===== src/rtl/event_pulse_scheduler.sv =====
// event_pulse_scheduler: per-channel level-change counting with round-robin
// serialisation into spaced, channel-tagged single-cycle pulses.
module event_pulse_scheduler #(
   parameter  int unsigned N_CH  = 4,
   parameter  int unsigned CNT_W = 4,
   parameter  int unsigned GAP   = 3,
   localparam int unsigned IDX_W = $clog2(N_CH)
) (
   input  logic             clk,
   input  logic             reset,
   input  logic [N_CH-1:0]  lvl,
   input  logic             dst_ready,
   output logic             out_pulse,
   output logic [IDX_W-1:0] out_ch,
   output logic             pending_any,
   output logic [N_CH-1:0]  overflow
);

   localparam int unsigned GAP_W = (GAP > 1) ? $clog2(GAP) : 1;
   localparam logic [CNT_W-1:0] CNT_MAX = '1;

   typedef enum logic [1:0] {
      IDLE  = 2'd0,
      PULSE = 2'd1,
      GAP_S = 2'd2
   } state_e;

   state_e             state_q, state_d;
   logic [GAP_W-1:0]   gcnt_q, gcnt_d;
   logic [IDX_W-1:0]   last_q, last_d;
   logic [CNT_W-1:0]   cnt_q [N_CH];
   logic [CNT_W-1:0]   cnt_d [N_CH];
   logic [N_CH-1:0]    lvl_q, lvl_d;
   logic [N_CH-1:0]    ovf_q, ovf_d;
   logic               out_pulse_q, out_pulse_d;
   logic [IDX_W-1:0]   out_ch_q, out_ch_d;
   logic               pend_q, pend_d;

   logic [N_CH-1:0]    evt;
   logic               any_cnt;
   logic               found;
   logic [IDX_W-1:0]   gnt_idx;
   logic               grant;

   // Any transition on a level input is one event.
   always_comb begin
      lvl_d = lvl;
      evt   = lvl ^ lvl_q;
   end

   // Round-robin pick: first non-empty channel after the last one granted.
   always_comb begin
      any_cnt = 1'b0;
      found   = 1'b0;
      gnt_idx = '0;
      for (int unsigned k = 1; k <= N_CH; k++) begin
         logic [IDX_W-1:0] idx;
         idx = IDX_W'((32'(last_q) + k) % N_CH);
         if (cnt_q[idx] != '0) begin
            any_cnt = 1'b1;
            if (!found) begin
               found   = 1'b1;
               gnt_idx = idx;
            end
         end
      end
   end

   // FSM next state, grant, counter update and registered-output next values.
   always_comb begin
      state_d     = state_q;
      gcnt_d      = gcnt_q;
      last_d      = last_q;
      cnt_d       = cnt_q;
      ovf_d       = ovf_q;
      out_pulse_d = 1'b0;
      out_ch_d    = '0;
      grant       = 1'b0;
      pend_d      = 1'b0;

      case (state_q)
         IDLE: begin
            if (any_cnt && dst_ready) grant = 1'b1;
         end
         PULSE: begin
            state_d = GAP_S;
            gcnt_d  = GAP_W'(GAP - 1);
         end
         GAP_S: begin
            if (gcnt_q != '0) begin
               gcnt_d = gcnt_q - GAP_W'(1);
            end else if (any_cnt && dst_ready) begin
               grant = 1'b1;
            end else begin
               state_d = IDLE;
            end
         end
         default: state_d = IDLE;
      endcase

      if (grant) begin
         state_d     = PULSE;
         last_d      = gnt_idx;
         out_pulse_d = 1'b1;
         out_ch_d    = gnt_idx;
      end

      // Increment on event, decrement on grant; both at once cancel out.
      for (int unsigned i = 0; i < N_CH; i++) begin
         logic dec;
         dec = grant && (gnt_idx == IDX_W'(i));
         if (evt[i] && !dec) begin
            if (cnt_q[i] == CNT_MAX) ovf_d[i] = 1'b1;
            else                     cnt_d[i] = cnt_q[i] + CNT_W'(1);
         end else if (dec && !evt[i]) begin
            cnt_d[i] = cnt_q[i] - CNT_W'(1);
         end
         if (cnt_d[i] != '0) pend_d = 1'b1;
      end
   end

   // State and output registers with synchronous reset.
   always_ff @(posedge clk) begin
      if (reset) begin
         state_q     <= IDLE;
         gcnt_q      <= '0;
         last_q      <= IDX_W'(N_CH - 1);
         lvl_q       <= '0;
         ovf_q       <= '0;
         out_pulse_q <= 1'b0;
         out_ch_q    <= '0;
         pend_q      <= 1'b0;
         for (int unsigned i = 0; i < N_CH; i++) cnt_q[i] <= '0;
      end else begin
         state_q     <= state_d;
         gcnt_q      <= gcnt_d;
         last_q      <= last_d;
         lvl_q       <= lvl_d;
         ovf_q       <= ovf_d;
         out_pulse_q <= out_pulse_d;
         out_ch_q    <= out_ch_d;
         pend_q      <= pend_d;
         for (int unsigned i = 0; i < N_CH; i++) cnt_q[i] <= cnt_d[i];
      end
   end

   assign out_pulse   = out_pulse_q;
   assign out_ch      = out_ch_q;
   assign pending_any = pend_q;
   assign overflow    = ovf_q;

endmodule


===== config.mk =====
export PLATFORM = sky130hd
export DESIGN_NAME = event_pulse_scheduler
export DESIGN_NICKNAME = d
export VERILOG_FILES = /design/src/rtl/event_pulse_scheduler.sv
export SDC_FILE = /design/constraint.sdc
export NUM_CORES = 1
export LEC_CHECK = 0
export CORE_MARGIN = 1.5
export CORE_UTILIZATION = 55
export DETAILED_ROUTE_END_ITERATION = 6
export PLACE_DENSITY = 0.75
export SYNTH_ARGS = -nofsm -noshare
export SYNTH_HDL_FRONTEND = slang
export SYNTH_SLANG_ARGS = --single-unit

===== constraint.sdc =====
create_clock -name clk -period 4.2 [get_ports clk]
set_clock_uncertainty 0.1 [all_clocks]
set_input_delay 1.05 -clock clk [delete_from_list [all_inputs] [get_ports clk]]
set_output_delay 1.05 -clock clk [all_outputs]
set_load 0.02 [all_outputs]

==> results list <==
- Crit-path max FO: 8
- Flip-flop and latch count after synthesis: 34
* Fraction of registers with async set/reset: 0
- The number of max-slew violations in the final report came to 0.
* Maximum vdd drop: 0.4051 mV
* Part of the total power dissipated in sequential elements: 0.235
* Switching component of the power: 1.182 mW
- Critical R2R Capture: pending_any
- Max_slew headroom: 0.1413
- Number of global-route vias before repair: 1,993
* Initial core utilization: 0.5794
- Synthesis produced a netlist with a net count of 298.
- Die X-Extent: 68.38 um
* Placement row count: 23
- Hold Crit Endpoint: overflow[0]
- STA classifies the critical path endpoint as a flip-flop.
- Final layout net count: 318
- Critical path class: reg -> reg
- Final RePlAce weighted congestion: 0.9044
* Cell-internal power: 1.186 mW
* Crit share post-route: 0.9424
- After floorplanning, the core was sized to cover 4058 um2.
- For this design the static power due to leakage is 0.9725 nW.
- The worst setup path is launched from a flip-flop.
* Root Buffer Master: sky130_fd_sc_hd__clkbuf_8
- Gates resized during post-CTS repair numbered 0.
- Hold path startpoint: overflow[0]
- Setup slack on the worst reg-to-reg path comes out at 240 ps.
- Across every metal layer, demand over resource in global routing totals 0.2550.
- The average instance in the mapped netlist occupies 8.367 um2.
* Number of distinct library cell variants in the gate-level netlist after synthesis: 69
- Total of hold buffers inserted after clock tree synthesis: 0
- Min-delay worst type: reg -> reg
- Sequential-to-total area share from yosys stat: 0.2895
* Total I/O pin count: 15
* Part of the power in combinational logic: 0.662
* Initial antenna violation count: 0
- Yosys printed 0 warnings.
- Number of diodes: 0
- Die Area: 4676 um2
- Busiest layer in global routing: met2
* Via count normalized by instance count: 6.377
- In this run the cell area of the synthesized design comes to 2351 um2.
- The share of total power dissipated in the clock network is 0.102.
- The first global-routing pass estimated 8.894 mm of wire.
- Hold violation count in the final report: 0
- Clock tree from TritonCTS: done
- Vias: 2,232
- Of the total power, the share spent switching nets is 0.4990.
- I/O Buffers: 14
- After detailed routing, the average wire length per cell comes to 15.50 um.
* Total global routing overflow: 0
- Growth of design area from synthesis to finish: 12.83%
* Post-route DRC violation count: 0
- In this run, synthesis inferred 0 flip-flops with an integrated enable.
- Shortest period the worst path allows: 3958 ps
* Number of sinks driven by the clock tree: 34
- Setup slack closes at 241.8 ps.
- Clock latency of the later-clocked register in the worst-skew pair: 290 ps
- Worst path required time: 4250 ps
- Summed over all nets, the half-perimeter wirelength after detailed placement is 4.056 mm.
- Setup repair after global routing left no endpoint under its margin.
- OpenSTA, run right after detailed placement, puts the worst setup slack at 330.3 ps.
- Maximum number of pins on one net before global-route repair: 21
- Fill cells: 371
* Number of detailed-routing iterations run before antenna repair: 4
- Number of buffers inserted by post-CTS setup repair: 0
- Startpoint of the worst-slack reg-to-reg timing path: cnt_q[0]
- The synthesized design spends more area on one cell type than any other, namely sky130_fd_sc_hd__dfxtp_1.
- The run finished with clean final reports.
* Post-Route WL: 5.425 mm
- Derived from the worst setup path, the maximum achievable clock frequency is 252.6 MHz.
- Max clock buf depth: 2
- Measured along the y axis, the die boundary spans 68.38 um.
* Maximum level of the CTS H-tree: 2
* Cts bufs inserted: 5
- In the post-synthesis netlist, the biggest area contributors are sky130_fd_sc_hd__dfxtp_1 29%, sky130_fd_sc_hd__ha_1 5.3%, sky130_fd_sc_hd__nor2_1 4.3%, sky130_fd_sc_hd__inv_1 3.2%, sky130_fd_sc_hd__nor3_1 3.0%.
* Layout cell share with drive strength beyond 1: 0.1200
- Met2 usage: 0.4135
- Number of max-capacitance violations reported: 0
- Clock-pin slew on the worst setup and hold paths: 70 ps
- Finish-stage setup viols: 0
- Yosys top cell area share: 0.2895
* Pwr/cell area: 892.6 nW/um2
- The most used flip-flop cell after synthesis is sky130_fd_sc_hd__dfxtp_1.
* Slew of the pin with the lowest slew margin: 1276 ps
- For the worst flop-to-flop path, the logic depth is 9.
- Synth Instances: 281
- WHS Path Cells: 2
* Global routing usage on met3: 0.05263
* Number of design-rule violations left by the first detailed-router iteration: 132
- For this run, global-route usage on met1 was measured as 0.3277.
- After layout, the design draws a total of 2.368 mW.
- Summed over all failing endpoints, the final setup total negative slack is 0 ps.
- Data arrives at the worst endpoint at 4010 ps.
- Remaining antenna violation count after routing: 0
==> worst max-delay path, cell delays in order (launching register included) <==
cell	delay, ps
sky130_fd_sc_hd__dfxtp_1	380
sky130_fd_sc_hd__nor4_2	620
sky130_fd_sc_hd__mux4_2	410
sky130_fd_sc_hd__nand2_1	70
sky130_fd_sc_hd__nor4_1	970
sky130_fd_sc_hd__o21ai_1	340
sky130_fd_sc_hd__a2bb2oi_1	220
sky130_fd_sc_hd__a221o_1	360
sky130_fd_sc_hd__nor4b_2	210
sky130_fd_sc_hd__a41oi_1	130
==> worst max-delay path by stage <==
stage | start | endpoint | slack, ps | cells after the start
global placement | cnt_q[0] | pending_any | 430 | 9
CTS | cnt_q[0] | pending_any | 310 | 9
finish | cnt_q[0] | pending_any | 240 | 9
detailed placement | cnt_q[0] | pending_any | 330 | 9
global route | cnt_q[0] | pending_any | 6 | 9
floorplan | cnt_q[0] | pending_any | 720 | 12
==> layer usage <==
metal | share of wire | wire, um | vias to the layer above
met5 | 0 | 0 | -
met4 | 0.013 | 72 | 0
met3 | 0.046 | 247 | 8
met2 | 0.47 | 2570 | 56
met1 | 0.47 | 2535 | 1052
li1 | - | - | 1116
==> final cells by class <==
| class | instances | area (um2) | share of cell area |
|---|---|---|---|
| Multi-Input combinational cell | 216 | 1536 | 0.5792 |
| Sequential cell | 34 | 680.7 | 0.2566 |
| Timing Repair Buffer | 24 | 215.2 | 0.08113 |
| Clock buffer | 6 | 82.58 | 0.03113 |
| Inverter | 20 | 75.07 | 0.02830 |
| Tap cell | 50 | 62.56 | 0.02358 |
==> placed cells by master, fill, tap and decap left out, drive strengths merged, types with 3 or more instances in the layout <==
cell	instances
a211oi	7
a21oi	15
a221o	3
a221oi	5
a31oi	6
and3	3
buf	10
clkbuf	6
clkdlybuf4s50	14
dfxtp	34
ha	10
inv	20
nand2	18
nand3	12
nand4	3
nor2	27
nor2b	9
nor3	15
nor4	7
o2111ai	5
o21ai	11
or3	3
or4	6
xnor2	6
xor2	4
==> state kept, by name, summed over array words and instances (netlist names) <==
| signal | count |
|---|---|
| out_ch | 2 |
| lvl_q | 4 |
| cnt_q | 16 |
| gcnt_q | 2 |
| last_q | 2 |
| pending_any | 1 |
| overflow | 4 |
| state_q | 2 |
| out_pulse | 1 |
==> cells in the mapped netlist, types with 3 or more instances <==
library cell,n
sky130_fd_sc_hd__nand4_1,3
sky130_fd_sc_hd__nor4_1,3
sky130_fd_sc_hd__a221oi_1,4
sky130_fd_sc_hd__nand2_1,17
sky130_fd_sc_hd__xor2_1,4
sky130_fd_sc_hd__or4_1,5
sky130_fd_sc_hd__clkbuf_1,6
sky130_fd_sc_hd__a21oi_1,13
sky130_fd_sc_hd__xnor2_1,6
sky130_fd_sc_hd__nor3_1,14
sky130_fd_sc_hd__a31oi_1,6
sky130_fd_sc_hd__dfxtp_1,34
sky130_fd_sc_hd__nand3_1,12
sky130_fd_sc_hd__nor2_1,27
sky130_fd_sc_hd__nor2b_1,9
sky130_fd_sc_hd__or3_1,3
sky130_fd_sc_hd__a221o_1,3
sky130_fd_sc_hd__inv_1,20
sky130_fd_sc_hd__o21ai_0,8
sky130_fd_sc_hd__ha_1,10
sky130_fd_sc_hd__a211oi_1,6
sky130_fd_sc_hd__o21ai_1,3
sky130_fd_sc_hd__o2111ai_1,5
==> through the flow <==
stage | area (um2) | cells | hold WS (ps) | util
finish | 2653 | 350 | 373.8 | 0.6537
global route | 2653 | 350 | 416.6 | 0.6537
CTS | 2653 | 350 | 375.0 | 0.6537
detailed placement | 2570 | 344 | 359.5 | 0.6334
global placement | 2570 | 344 | 349.5 | 0.6334
floorplan | 2351 | 281 | 367.6 | -
==> power groups by stage <==
stage	logic, mW	clock network [mW]	registers [mW]
final	1.57	0.243	0.557
after global routing	1.72	0.261	0.576
after CTS	1.55	0.250	0.553
after detailed placement	1.54	0	0.561
after global placement	1.51	0	0.557
after floorplan	1.20	0	0.538
==> logic make-up (layout without fill, tap and decap cells) <==
group | count (synthesis) | count (layout) | share of synthesized area
mux | 6 | 6 | 0.03725
flops | 34 | 34 | 0.2895
xor+xnor | 10 | 10 | 0.03725
fa+ha+maj | 10 | 10 | 0.05322
compound gates | 77 | 77 | 0.2480
buf+inv | 31 | 50 | 0.05694
simple gates | 113 | 113 | 0.2778
Note: power is estimated with default switching activity, not from simulation.
